### config.mk
export PLATFORM = sky130hd
export DESIGN_NAME = tpu_tile_scheduler_flat
export DESIGN_NICKNAME = d
export VERILOG_FILES = /design/src/rtl/tpu_tile_scheduler_if.sv /design/src/rtl/tpu_tile_scheduler.sv /design/src/flat_wrapper.sv
export SDC_FILE = /design/constraint.sdc
export NUM_CORES = 1
export LEC_CHECK = 0
export CAP_MARGIN = 20
export CORE_MARGIN = 3
export CORE_UTILIZATION = 40
export DETAILED_ROUTE_END_ITERATION = 10
export PLACE_DENSITY = 0.72
export SLEW_MARGIN = 20
export SYNTH_ARGS = -nofsm -noshare
export SYNTH_HDL_FRONTEND = slang
export SYNTH_SLANG_ARGS = --single-unit
### constraint.sdc
create_clock -name clk -period 7.55 [get_ports clk]
set_clock_uncertainty 0.05 [all_clocks]
set_input_delay 1.51 -clock clk [delete_from_list [all_inputs] [get_ports clk]]
set_output_delay 1.51 -clock clk [all_outputs]
set_load 0.1 [all_outputs]
### src/rtl/tpu_tile_scheduler_if.sv
// Tile command channel between the GEMM tile scheduler and the TPU core.
// Scheduler drives the command fields; the TPU answers with iss_ready.
interface tpu_tile_scheduler_if #(
  parameter int DIM_W  = 5,
  parameter int ADDR_W = 8
);
  logic              iss_valid;
  logic              iss_ready;
  logic [ADDR_W-1:0] base_a;
  logic [ADDR_W-1:0] base_b;
  logic [ADDR_W-1:0] base_o;
  logic [DIM_W-1:0]  k_len;
  logic [DIM_W-1:0]  rows;
  logic [DIM_W-1:0]  cols;

  modport master (
    output iss_valid,
    output base_a,
    output base_b,
    output base_o,
    output k_len,
    output rows,
    output cols,
    input  iss_ready
  );

  modport slave (
    input  iss_valid,
    input  base_a,
    input  base_b,
    input  base_o,
    input  k_len,
    input  rows,
    input  cols,
    output iss_ready
  );
endinterface

### src/rtl/tpu_tile_scheduler.sv
// Walks a GEMM tile by tile through the systolic TPU (row-major tiles).
// Optional busy-cycle counter: define TILE_SCHED_PERF_CNT_EN.
module tpu_tile_scheduler #(
  parameter int TILE   = 4,
  parameter int DIM_W  = 5,
  parameter int ADDR_W = 8
) (
  input  logic             clk,
  input  logic             rst_n,
  input  logic             start,
  input  logic [DIM_W-1:0] m,
  input  logic [DIM_W-1:0] n,
  input  logic [DIM_W-1:0] k,
  output logic             busy,
  output logic             done,
  output logic             cfg_err,
  tpu_tile_scheduler_if.master iss,
  input  logic             tpu_done,
  output logic [15:0]      cycle_cnt
);

  localparam int TW = $clog2(TILE);

  typedef enum logic [2:0] {
    IDLE,
    CFG,
    ISSUE,
    WAIT,
    NEXT,
    FIN
  } state_t;

  state_t state;

  logic [DIM_W-1:0]  m_q;
  logic [DIM_W-1:0]  n_q;
  logic [DIM_W-1:0]  k_q;
  logic [DIM_W-1:0]  mt;
  logic [DIM_W-1:0]  nt;
  logic [DIM_W-1:0]  r;
  logic [DIM_W-1:0]  c;

  logic [DIM_W-1:0]  nr;
  logic [DIM_W-1:0]  nc;
  logic [ADDR_W-1:0] na;
  logic [ADDR_W-1:0] nb;
  logic [ADDR_W-1:0] no;
  logic [DIM_W-1:0]  nrows;
  logic [DIM_W-1:0]  ncols;
  logic              last_c;
  logic              last_t;
  logic              bad;

  function automatic logic [DIM_W-1:0] tiles(
    input logic [DIM_W-1:0] d
  );
    logic [DIM_W:0] s;
    s = {1'b0, d} + (DIM_W+1)'(TILE - 1);
    return DIM_W'(s >> TW);
  endfunction

  function automatic logic [DIM_W-1:0] edge_sz(
    input logic [DIM_W-1:0] d,
    input logic [DIM_W-1:0] idx
  );
    logic [DIM_W-1:0] rem;
    rem = d - DIM_W'(idx << TW);
    return (rem >= DIM_W'(TILE)) ? DIM_W'(TILE) : rem;
  endfunction

  assign bad    = (m == '0) || (n == '0) || (k == '0);
  assign last_c = (c == nt - DIM_W'(1));
  assign last_t = last_c && (r == mt - DIM_W'(1));

  // CFG targets tile 0; NEXT targets the successor of (r, c).
  always_comb begin
    nr = '0;
    nc = '0;
    if (state != CFG) begin
      nc = last_c ? '0 : c + DIM_W'(1);
      nr = last_c ? r + DIM_W'(1) : r;
    end
    na    = ADDR_W'(nr) * ADDR_W'(k_q);
    nb    = ADDR_W'(nc) * ADDR_W'(k_q);
    no    = (ADDR_W'(nr) * ADDR_W'(nt) + ADDR_W'(nc)) << TW;
    nrows = edge_sz(m_q, nr);
    ncols = edge_sz(n_q, nc);
  end

  always_ff @(posedge clk or negedge rst_n) begin
    if (!rst_n) begin
      state         <= IDLE;
      busy          <= 1'b0;
      done          <= 1'b0;
      cfg_err       <= 1'b0;
      m_q           <= '0;
      n_q           <= '0;
      k_q           <= '0;
      mt            <= '0;
      nt            <= '0;
      r             <= '0;
      c             <= '0;
      iss.iss_valid <= 1'b0;
      iss.base_a    <= '0;
      iss.base_b    <= '0;
      iss.base_o    <= '0;
      iss.k_len     <= '0;
      iss.rows      <= '0;
      iss.cols      <= '0;
    end else begin
      done    <= 1'b0;
      cfg_err <= 1'b0;
      unique case (state)
        IDLE: begin
          if (start && bad) begin
            cfg_err <= 1'b1;
          end else if (start) begin
            m_q   <= m;
            n_q   <= n;
            k_q   <= k;
            r     <= '0;
            c     <= '0;
            busy  <= 1'b1;
            state <= CFG;
          end
        end
        CFG: begin
          mt            <= tiles(m_q);
          nt            <= tiles(n_q);
          iss.base_a    <= na;
          iss.base_b    <= nb;
          iss.base_o    <= no;
          iss.k_len     <= k_q;
          iss.rows      <= nrows;
          iss.cols      <= ncols;
          iss.iss_valid <= 1'b1;
          state         <= ISSUE;
        end
        ISSUE: begin
          if (iss.iss_ready) begin
            iss.iss_valid <= 1'b0;
            state         <= WAIT;
          end
        end
        WAIT: begin
          if (tpu_done) state <= NEXT;
        end
        NEXT: begin
          if (last_t) begin
            done  <= 1'b1;
            state <= FIN;
          end else begin
            r             <= nr;
            c             <= nc;
            iss.base_a    <= na;
            iss.base_b    <= nb;
            iss.base_o    <= no;
            iss.rows      <= nrows;
            iss.cols      <= ncols;
            iss.iss_valid <= 1'b1;
            state         <= ISSUE;
          end
        end
        FIN: begin
          busy  <= 1'b0;
          state <= IDLE;
        end
        default: state <= IDLE;
      endcase
    end
  end

`ifdef TILE_SCHED_PERF_CNT_EN
  always_ff @(posedge clk or negedge rst_n) begin
    if (!rst_n) begin
      cycle_cnt <= '0;
    end else if (state == IDLE && start && !bad) begin
      cycle_cnt <= '0;
    end else if (busy && cycle_cnt != 16'hFFFF) begin
      cycle_cnt <= cycle_cnt + 16'd1;
    end
  end
`else
  assign cycle_cnt = '0;
`endif

endmodule

### src/flat_wrapper.sv
// flat-port wrapper written by rule: the top's interface ports become plain ports
module tpu_tile_scheduler_flat 
#(
  parameter int TILE   = 4,
  parameter int DIM_W  = 5,
  parameter int ADDR_W = 8
)
  (clk, rst_n, start, m, n, k, busy, done, cfg_err, tpu_done, cycle_cnt, iss_iss_valid, iss_base_a, iss_base_b, iss_base_o, iss_k_len, iss_rows, iss_cols, iss_iss_ready);
  tpu_tile_scheduler_if #(.DIM_W(DIM_W), .ADDR_W(ADDR_W)) iss_i ();
  input  logic clk;
  input  logic rst_n;
  input  logic start;
  input  logic [DIM_W-1:0] m;
  input  logic [DIM_W-1:0] n;
  input  logic [DIM_W-1:0] k;
  output logic busy;
  output logic done;
  output logic cfg_err;
  input  logic tpu_done;
  output logic [15:0] cycle_cnt;
  output wire logic [$bits(iss_i.iss_valid)-1:0] iss_iss_valid;
  output wire logic [$bits(iss_i.base_a)-1:0] iss_base_a;
  output wire logic [$bits(iss_i.base_b)-1:0] iss_base_b;
  output wire logic [$bits(iss_i.base_o)-1:0] iss_base_o;
  output wire logic [$bits(iss_i.k_len)-1:0] iss_k_len;
  output wire logic [$bits(iss_i.rows)-1:0] iss_rows;
  output wire logic [$bits(iss_i.cols)-1:0] iss_cols;
  input wire logic [$bits(iss_i.iss_ready)-1:0] iss_iss_ready;
  assign iss_iss_valid = iss_i.iss_valid;
  assign iss_base_a = iss_i.base_a;
  assign iss_base_b = iss_i.base_b;
  assign iss_base_o = iss_i.base_o;
  assign iss_k_len = iss_i.k_len;
  assign iss_rows = iss_i.rows;
  assign iss_cols = iss_i.cols;
  assign iss_i.iss_ready = iss_iss_ready;
  tpu_tile_scheduler #(.TILE(TILE), .DIM_W(DIM_W), .ADDR_W(ADDR_W)) u_core (.clk(clk), .rst_n(rst_n), .start(start), .m(m), .n(n), .k(k), .busy(busy), .done(done), .cfg_err(cfg_err), .iss(iss_i), .tpu_done(tpu_done), .cycle_cnt(cycle_cnt));
endmodule
==> results of run 1 <==
registers in the layout, summed over array words and instances, names as in the netlist, 5 cells and up:
register / count
u_core.c: 5
u_core.iss.base_a: 8
u_core.iss.base_b: 8
u_core.iss.base_o: 6
u_core.iss.cols: 5
u_core.iss.k_len: 5
u_core.iss.rows: 5
u_core.k_q: 5
u_core.m_q: 5
u_core.n_q: 5
u_core.r: 5
how the worst min path moves through the flow:
stage,cells after the start,slack (ns),from,endpoint
2_1_floorplan,2,0.42,u_core.mt[1],u_core.mt[1]
3_3_place_gp,2,0.41,u_core.iss.base_a[0],u_core.iss.base_a[0]
3_5_place_dp,2,0.42,u_core.iss.base_o[2],u_core.iss.base_o[2]
4_1_cts,2,0.44,u_core.iss.base_a[0],u_core.iss.base_a[0]
5_1_grt,1,0.46,u_core.iss.cols[4],u_core.iss.cols[4]
6_report,2,0.43,u_core.iss.k_len[4],u_core.iss.k_len[4]
per-stage QoR:
step	util [%]	std cells	hold slack, ns	worst slack, ns	total power [mW]
2_1_floorplan	-	641	0.423	1.96	1.87
3_3_place_gp	46.3	833	0.408	1.60	2.17
3_5_place_dp	46.3	833	0.418	1.40	2.21
4_1_cts	48.9	849	0.438	1.39	2.73
5_1_grt	49.2	851	0.456	1.02	2.90
6_report	49.2	851	0.429	1.37	2.71
report_power, final:
| group | internal (mW) | total, mW | switching [mW] | leakage (nW) |
|---|---|---|---|---|
| sequential | 0.548 | 0.706 | 0.158 | 1.01 |
| clock | 0.333 | 0.508 | 0.174 | 0.170 |
| combinational | 0.433 | 1.49 | 1.06 | 2.03 |
| total | 1.31 | 2.71 | 1.39 | 3.21 |
placed cells by master, fill, tap and decap left out, types with 20 or more instances in the layout:
cell type | synthesis | final
and2_1 | 30 | 30
clkdlybuf4s50_1 | 0 | 59
dfrtp_1 | 77 | 77
fa_1 | 26 | 26
ha_1 | 41 | 41
inv_1 | 57 | 57
nand2_1 | 142 | 142
nor2_1 | 21 | 21
o21ai_1 | 20 | 20
xnor2_1 | 29 | 29
cell families (layout without fill, tap and decap cells):
| group | count (synthesis) | after routing |
|---|---|---|
| other | 1 | 18 |
| muxes | 4 | 4 |
| DFF | 77 | 77 |
| xor gates and xnor gates | 48 | 48 |
| adders and majority gates | 67 | 67 |
| and+or+nand+nor | 251 | 251 |
| buffers and inverters | 103 | 137 |
| AOI/OAI and AO/OA | 73 | 73 |
per-layer routing:
metal / global-route usage [%] / vias to the layer above
li1: - / 2079
met1: 20.5 / 2088
met2: 29.1 / 76
met3: 3.43 / 22
met4: 6.96 / 0
met5: 0 / -
worst max-delay path, delay by kind of cell, from the launching register on:
family	cells	cell delay [ns]
adders and majority gates	5	2.16
AOI/OAI and AO/OA	6	1.62
and+or+nand+nor	3	1.10
xor gates and xnor gates	3	0.55
DFF	1	0.42
buffers and inverters	2	0.15
layout make-up:
type / count / area (µm²) / share of cell area [%]
Clock buffer: 11 / 243 / 3.67
Timing Repair Buffer: 64 / 644 / 9.74
Inverter: 57 / 214 / 3.23
Clock inverter: 5 / 108 / 1.63
Multi-Input combinational cell: 461 / 3260 / 49.3
Sequential cell: 77 / 1930 / 29.1
Tap cell: 176 / 220 / 3.33
==> flow_summary.json, run 1 <==
{
  "outcome": "finished clean",
  "crit_start": "u_core.nt[0]",
  "cts_made_buffers": 9,
  "clkTransAtPathRegs_ns": 0.06,
  "synthAdderAreaFrac_pct": 18.5,
  "die-height_um": 124,
  "ys_warn_count": 0,
  "synth.area.mux_share_pct": 0.738,
  "worst_path_most_repeated_cell": "fa_1",
  "drtAntennaViolNets": 0,
  "cts_resized": 0,
  "rsz0062_at_grt": "false",
  "wl_met2_um": 6310,
  "reg2reg_slack_ns": 1.37,
  "vias": 4265,
  "h-tree-depth": 3,
  "syn_area_um2": 5600,
  "cp_max_fo": 15,
  "initial_core_util_pct": 41.6,
  "synth_simple_gate_area_share_pct": 20.5,
  "track_usage_pct": 16.8,
  "yosys.area.top_type_share_pct": 34.4,
  "power.density_nw_per_um2": 409,
  "drc_errors": 0,
  "die_x_um": 124,
  "hold_buffers": 0,
  "synth-edff-count": 0,
  "clock_latency_ns": 0.34,
  "die_area_um2": 15400,
  "path_cells": "inv_1 > ha_1 > o21ba_1 > a221o_1 > a211o_1 > xor2_1 > nor2_1 > nand2_1 > fa_1 > fa_1 > inv_1 > fa_1 > ha_1 > a21o_1 > a21oi_1 > xnor2_1 > xnor2_1 > a211oi_1 > or3b_1",
  "antenna_found_initial": 0,
  "cts_tree": "done",
  "io_pins": 79,
  "r2r_start": "u_core.nt[0]",
  "reg2reg_depth": 19,
  "met1_length_um": 5490,
  "max-slew-margin-rel_pct": 34.1,
  "cp-endpoint": "u_core.iss.base_o[7]",
  "synth_top_cell_by_area": "dfrtp_1",
  "viasPerCell": 5.01,
  "slowest_delay_ns": 0.57,
  "ys_seq_elements": 77,
  "synth-compound-area-share_pct": 9.23,
  "synth_top_family_by_area": "simple AND/OR/NAND/NOR gates",
  "yosys.cell_types.count": 56,
  "drt_iter0_drc": 197,
  "setup_viol": 0,
  "core_area_um2": 13500,
  "highest_layer": "met4",
  "drt_first_pass_iters": 5,
  "worstSetupPathType": "flop to flop",
  "crit_arrival_ns": 6.35,
  "synthFlopType": "dfrtp_1",
  "critPathLaunchType": "flop",
  "critPathCaptureType": "flop",
  "critPathSlowestCell": "nor2_1",
  "fmax_mhz": 162,
  "period_share_pct": 81.8,
  "placed_area_um2": 6230,
  "syn_area_per_cell_um2": 8.97,
  "maxCapViolCount": 0,
  "numPortBuffers": 60,
  "finalHoldViolations": 0,
  "first_global_vias": 4401,
  "wl_met3_um": 396,
  "syn2layout_area_growth_pct": 18.2,
  "synth-xor-area-share_pct": 8.03,
  "setup_tns_ns": 0,
  "post-route-cell-area_um2": 6620,
  "slew_viol_final": 0,
  "post_cts_buffers": 0,
  "ir_drop_uv": 233,
  "p_leak_nw": 3.21,
  "grt_pass1_wl_um": 21300,
  "final_net_count": 757,
  "row_count": 42,
  "async_flop_share_pct": 100,
  "cts.sinks": 77,
  "grt_start_max_net_pins": 78,
  "r2r_end": "u_core.iss.base_o[7]",
  "min_period_ns": 6.18,
  "drive_above_1_share_pct": 4.44,
  "cp.required_ns": 7.72,
  "ys_top_cells_by_area": "dfrtp_1 (34%), nand2_1 (9.5%), fa_1 (9.3%)",
  "synthTopCellsByCount": "nand2_1 (142), dfrtp_1 (77), inv_1 (57)",
  "clockBufferDepth": 2,
  "gp_congestion": 0.878,
  "n_fill_cell": 1294,
  "synth_seq_area_share_pct": 34.4,
  "wl_per_cell_um": 14.7,
  "hp-class": "flop to flop",
  "grt_overflow": 0,
  "dp_hpwl_um": 9390,
  "antenna_cells": 0,
  "syn_inst": 624,
  "yosysMostFrequentCell": "nand2_1",
  "cts-root-buf": "clkbuf_16",
  "wirelength_um": 12500,
  "worst_pin_slew_ns": 0.986
}
(Power assumes the default switching activity.)
==> run 2: changes to the inputs <==
==> constraint.sdc (replaced) <==
create_clock -name clk -period 6.13 [get_ports clk]
set_clock_uncertainty 0.05 [all_clocks]
set_input_delay 1.226 -clock clk [delete_from_list [all_inputs] [get_ports clk]]
set_output_delay 1.226 -clock clk [all_outputs]
set_load 0.1 [all_outputs]
==> run 2 against run 1 <==
Power increased by 20%. Global-route usage grew 0.29 points. Clock-buffer cell count rose by 1. Combinational power grew 25%. Maximum frequency rose by 7.5%. Sequential cell count did not move.
==> flow_summary.json, run 2 (same netlist as run 1, synthesis figures left out) <==
{
  "cts-root-buf": "clkbuf_16",
  "outcome": "finished clean",
  "p_leak_nw": 3.18,
  "finalHoldViolations": 0,
  "ir_drop_uv": 241,
  "pwr-share-clk_pct": 16.1,
  "reg2reg_slack_ns": 0.38,
  "setup_tns_ns": 0,
  "io_pins": 79,
  "first_global_vias": 4361,
  "die-height_um": 124,
  "cts.sinks": 77,
  "clockBufferDepth": 2,
  "cts_made_buffers": 9,
  "maxCapViolCount": 0,
  "hp-class": "flop to flop",
  "drt_first_pass_iters": 5,
  "drive_above_1_share_pct": 4.88,
  "period_share_pct": 93.8,
  "clock_latency_ns": 0.35,
  "wirelength_um": 12600,
  "row_count": 42,
  "post_cts_buffers": 0,
  "die_area_um2": 15400,
  "placed_cells": 835,
  "hold_slack_ns": 0.424,
  "grt_pass1_wl_um": 21600,
  "p_comb_share_pct": 57.1,
  "cp.required_ns": 6.30,
  "gp_congestion": 0.877,
  "track_usage_pct": 17.1,
  "switching_power_mw": 1.73,
  "layoutNonFillerInstCount": 852,
  "drt_iter0_drc": 202,
  "switching_share_pct": 53.1,
  "core_area_um2": 13500,
  "critPathCaptureType": "flop",
  "die_x_um": 124,
  "dp_hpwl_um": 9520,
  "max-slew-margin-rel_pct": 32.6,
  "rsz0062_at_grt": "false",
  "drtAntennaViolNets": 0,
  "antenna_found_initial": 0,
  "min_period_ns": 5.75,
  "numPortBuffers": 60,
  "fmax_mhz": 174,
  "cellInternalPower_mw": 1.53,
  "vias": 4267,
  "final_cell_mix": "nand2_1 (142), dfrtp_1 (77), clkdlybuf4s50_1 (59), inv_1 (57), ha_1 (41)",
  "viasPerCell": 5.01,
  "worst_pin_slew_ns": 1.01,
  "layout_commonest_cell": "nand2_1",
  "h-tree-depth": 3,
  "seqPwrFrac_pct": 26.7,
  "grt_start_max_net_pins": 78,
  "initial_core_util_pct": 41.6,
  "syn2layout_area_growth_pct": 17.2,
  "crit_arrival_ns": 5.92,
  "clkTransAtPathRegs_ns": 0.06,
  "cp_max_fo": 6,
  "slew_viol_final": 0,
  "critPathLaunchType": "flop",
  "power.density_nw_per_um2": 496,
  "final_net_count": 758,
  "setup_viol": 0,
  "worstSetupPathType": "flop to flop",
  "cts_tree": "done",
  "wl_per_cell_um": 14.8,
  "grt_overflow": 0,
  "antenna_cells": 0,
  "drc_errors": 0,
  "reg_top3": "u_core.iss.base_a (8), u_core.iss.base_b (8), u_core.iss.base_o (6)"
}
[run 2: cell count changes in the layout (fill, tap and decap cells not counted), sizes merged]
cell and delta:
bufinv -3, buf +1, clkbuf +1, clkinvlp +1, inv +1
[run 2: layer usage]
metal	track usage, %	up-vias	wire [µm]
li1	-	2090	-
met1	21.7	2058	5410
met2	29.0	101	6290
met3	4.50	18	688
met4	4.71	0	225
met5	0	-	0
[run 2: final timing paths]
| kind | startpoint | endpoint | cells after the start |
|---|---|---|---|
| worst max-delay path | u_core.nt[0] | u_core.iss.base_o[7] | 19 |
| worst min-delay path | u_core.iss.k_len[4] | u_core.iss.k_len[4] | 2 |
| worst max register to register | u_core.nt[0] | u_core.iss.base_o[7] | 19 |
| worst min register to register | u_core.iss.k_len[4] | u_core.iss.k_len[4] | 2 |
| max in group asynchronous | rst_n | u_core.iss.base_a[7] | 1 |
| min in group asynchronous | rst_n | u_core.iss.cols[3] | 1 |
[run 2: area by class of cell]
type | instances | area (µm²)
Clock buffer | 12 | 267
Clock inverter | 4 | 30.0
Fill cell | 1323 | 6890
Tap cell | 176 | 220
Inverter | 57 | 214
Sequential cell | 77 | 1930
Multi-Input combinational cell | 461 | 3260
Timing Repair Buffer | 65 | 639
[run 2: metrics by stage]
step	util (%)	power [mW]	worst slack, ns	cell area [µm²]
final	48.8	3.26	0.382	6560
after global routing	48.8	3.49	0.0175	6560
after CTS	48.7	3.29	0.349	6550
after detailed placement	46.4	2.74	0.373	6250
after global placement	46.4	2.70	0.475	6250
after floorplan	-	2.30	0.537	5660
[run 2: worst max-delay path: stages (launching register included)]
cell	delay, ns
dfrtp_1	0.41
inv_1	0.09
ha_1	0.25
o21ba_1	0.18
a221o_1	0.46
a211o_1	0.43
xor2_1	0.20
nor2_1	0.35
nand2_1	0.14
fa_1	0.52
fa_1	0.54
inv_1	0.05
fa_1	0.47
ha_1	0.35
a21o_1	0.19
a21oi_1	0.17
xnor2_1	0.15
xnor2_1	0.16
a211oi_1	0.07
or3b_1	0.38
[run 2: timing repair]
action	4_1_cts	5_1_grt
endpoints found under the setup margin	0	2
hold buffers	0	0
resized for setup	0	1
[run 2: power by group through the flow]
| stage | Combinational [mW] | Sequential [mW] | Clock [mW] |
|---|---|---|---|
| 6_report | 1.86 | 0.870 | 0.526 |
| 5_1_grt | 2.02 | 0.900 | 0.564 |
| 4_1_cts | 1.87 | 0.871 | 0.543 |
| 3_5_place_dp | 1.86 | 0.879 | 0 |
| 3_3_place_gp | 1.82 | 0.872 | 0 |
| 2_1_floorplan | 0.920 | 1.38 | 0 |
==> patch: new RTL, config.mk and constraints of run 1 <==
`DIM_W` is set to 5 in 3 places; all go to 10.
--- a/src/rtl/tpu_tile_scheduler_if.sv
+++ b/src/rtl/tpu_tile_scheduler_if.sv
@@ -3,3 +3,3 @@
 interface tpu_tile_scheduler_if #(
-  parameter int DIM_W  = 5,
+  parameter int DIM_W  = 10,
   parameter int ADDR_W = 8
--- a/src/rtl/tpu_tile_scheduler.sv
+++ b/src/rtl/tpu_tile_scheduler.sv
@@ -4,3 +4,3 @@
   parameter int TILE   = 4,
-  parameter int DIM_W  = 5,
+  parameter int DIM_W  = 10,
   parameter int ADDR_W = 8
--- a/src/flat_wrapper.sv
+++ b/src/flat_wrapper.sv
@@ -4,3 +4,3 @@
   parameter int TILE   = 4,
-  parameter int DIM_W  = 5,
+  parameter int DIM_W  = 10,
   parameter int ADDR_W = 8
Interface: changed (6 resized); port bits go from 79 to 109. The function was not compared with the original's and may differ.
==> patch against run 1 <==
  * Critical path depth increased by 6
  * Sequential cell count rose by 50
  * Area after synthesis is 71% higher
  * Worst setup slack worse by 0.83 ns
  * Hold slack got worse by 0.015 ns
  * Non-clock buffer count is 37 higher
  * Design area grew 70%
  * Die area up 67%
  * First-iteration DRC count rose by 140%
  * Routed wire length grew 92%
  * Power is 84% higher
  * Via count increased by 77%
  * Largest power group unchanged
  * Highest routed layer unchanged
==> patch: results (changes against run 1) <==
Run status
  • Status: complete, no violations (unchanged)

Global route
  • GRT Total Usage: 19.5% (was 16.8%)
  • Met1 usage: 24.1% (was 20.5%)
  • Pin count of the biggest net entering global routing: 72 (was 78)
  • First-pass GRT wire length: 40.3 mm (was 21.3 mm)
  • Met2 GRT Util: 33.8% (was 29.1%)
  • Number of global-route vias before repair: 7808 (was 4401)

Finish
  • Register share of the cell area: 28.2% (was 29.1%)
  • Multi-input combinational area share: 51.0% (was 49.3%)
  • NonClk Buf Share: 8.86% (was 9.74%)
  • Final core occ: 48.8% (was 49.2%)
  • Layout cells sized above 1: 8.25% (was 4.44%)
  • Multi-In Gates: 780 (was 461)
  • Inverters: 99 (was 57)
  • Nets@finish: 1257 (was 757)
  • Final clock-cell share: 5.11% (was 5.30%)
  • Fillers: 2131 (was 1294)
  • Nonclk buf count: 101 (was 64)

Placed design
  • Post-DP Area: 0.0107 mm2 (was 0.00623 mm2)
  • Dpl ws: 0.504 ns (was 1.40 ns)
  • Placer congestion estimate: 0.900 (was 0.878)
  • PortBufs: 90 (was 60)

Routing
  • Via density: 5.19 (was 5.01)
  • Iter 0 DRT Violations: 467 (was 197)
  • WL met1: 10.0 mm (was 5.49 mm)
  • DR WL met2: 12.1 mm (was 6.31 mm)

Worst setup path
  • Crit Reg-Reg Endpoint: u_core.iss.base_a[7] (was u_core.iss.base_o[7])
  • Max incr delay on CP: 0.63 ns (was 0.57 ns)
  • Worst Path Arrival: 7.25 ns (was 6.35 ns)
  • Reg2reg setup slack: 0.54 ns (was 1.37 ns)
  • R2R depth: 25 (was 19)

Power and ir drop
  • P_seq: 1290 uW (was 706 uW)
  • Flop pwr share: 25.9% (was 26.1%)
  • Peak supply drop: 0.000321 V (was 0.000233 V)
  • Pint: 2410 uW (was 1310 uW)
  • Clock network power: 807 uW (was 508 uW)

Clocking
  • H-tree Lvls: 4 (was 3)
  • CTS Sinks: 127 (was 77)
  • Num CTS Buffers: 17 (was 9)

STA
  • WHS: 0.414 ns (was 0.429 ns)
  • Slew margin rel.: 27.8% (was 34.1%)

Hold path
  • Hold worst-path end: u_core.iss.base_b[1] (was u_core.iss.k_len[4])

Synthesis
  • Count of different cell masters after synthesis: 72 (was 56)
  • Top cells by area, synth: dfrtp_1 33%, ha_1 8.2%, fa_1 6.9% (was dfrtp_1 34%, nand2_1 9.5%, fa_1 9.3%)
  • Seq/Total Area, Yosys: 33.2% (was 34.4%)
patch: worst max path at each step:
stage                       from                   end  slack (ns)  depth (start not counted)
global placement    u_core.nt[0]  u_core.iss.base_a[7]        0.68                         25
CTS                 u_core.nt[0]  u_core.iss.base_a[7]        0.52                         25
finish              u_core.nt[0]  u_core.iss.base_a[7]        0.54                         25
floorplan           u_core.nt[0]  u_core.iss.base_a[7]        1.25                         25
detailed placement  u_core.nt[0]  u_core.iss.base_a[7]        0.50                         25
global route        u_core.nt[0]  u_core.iss.base_a[7]        0.04                         25
patch: logic make-up after synthesis:
kind of cell | synth area share (%)
multiplexers | 4.28
AND/OR/NAND/NOR | 19.9
adder cells (fa/ha/maj) | 15.1
other | 0.0392
buffers and inverters | 7.49
AO/OA/AOI/OAI | 10.5
XOR/XNOR | 9.44
flip-flops | 33.2
patch: worst min-delay path, cell delays in order, from the launching register on:
cell and delay [ns]:
dfrtp_1 0.34, nand2_1 0.05, nand2_1 0.04
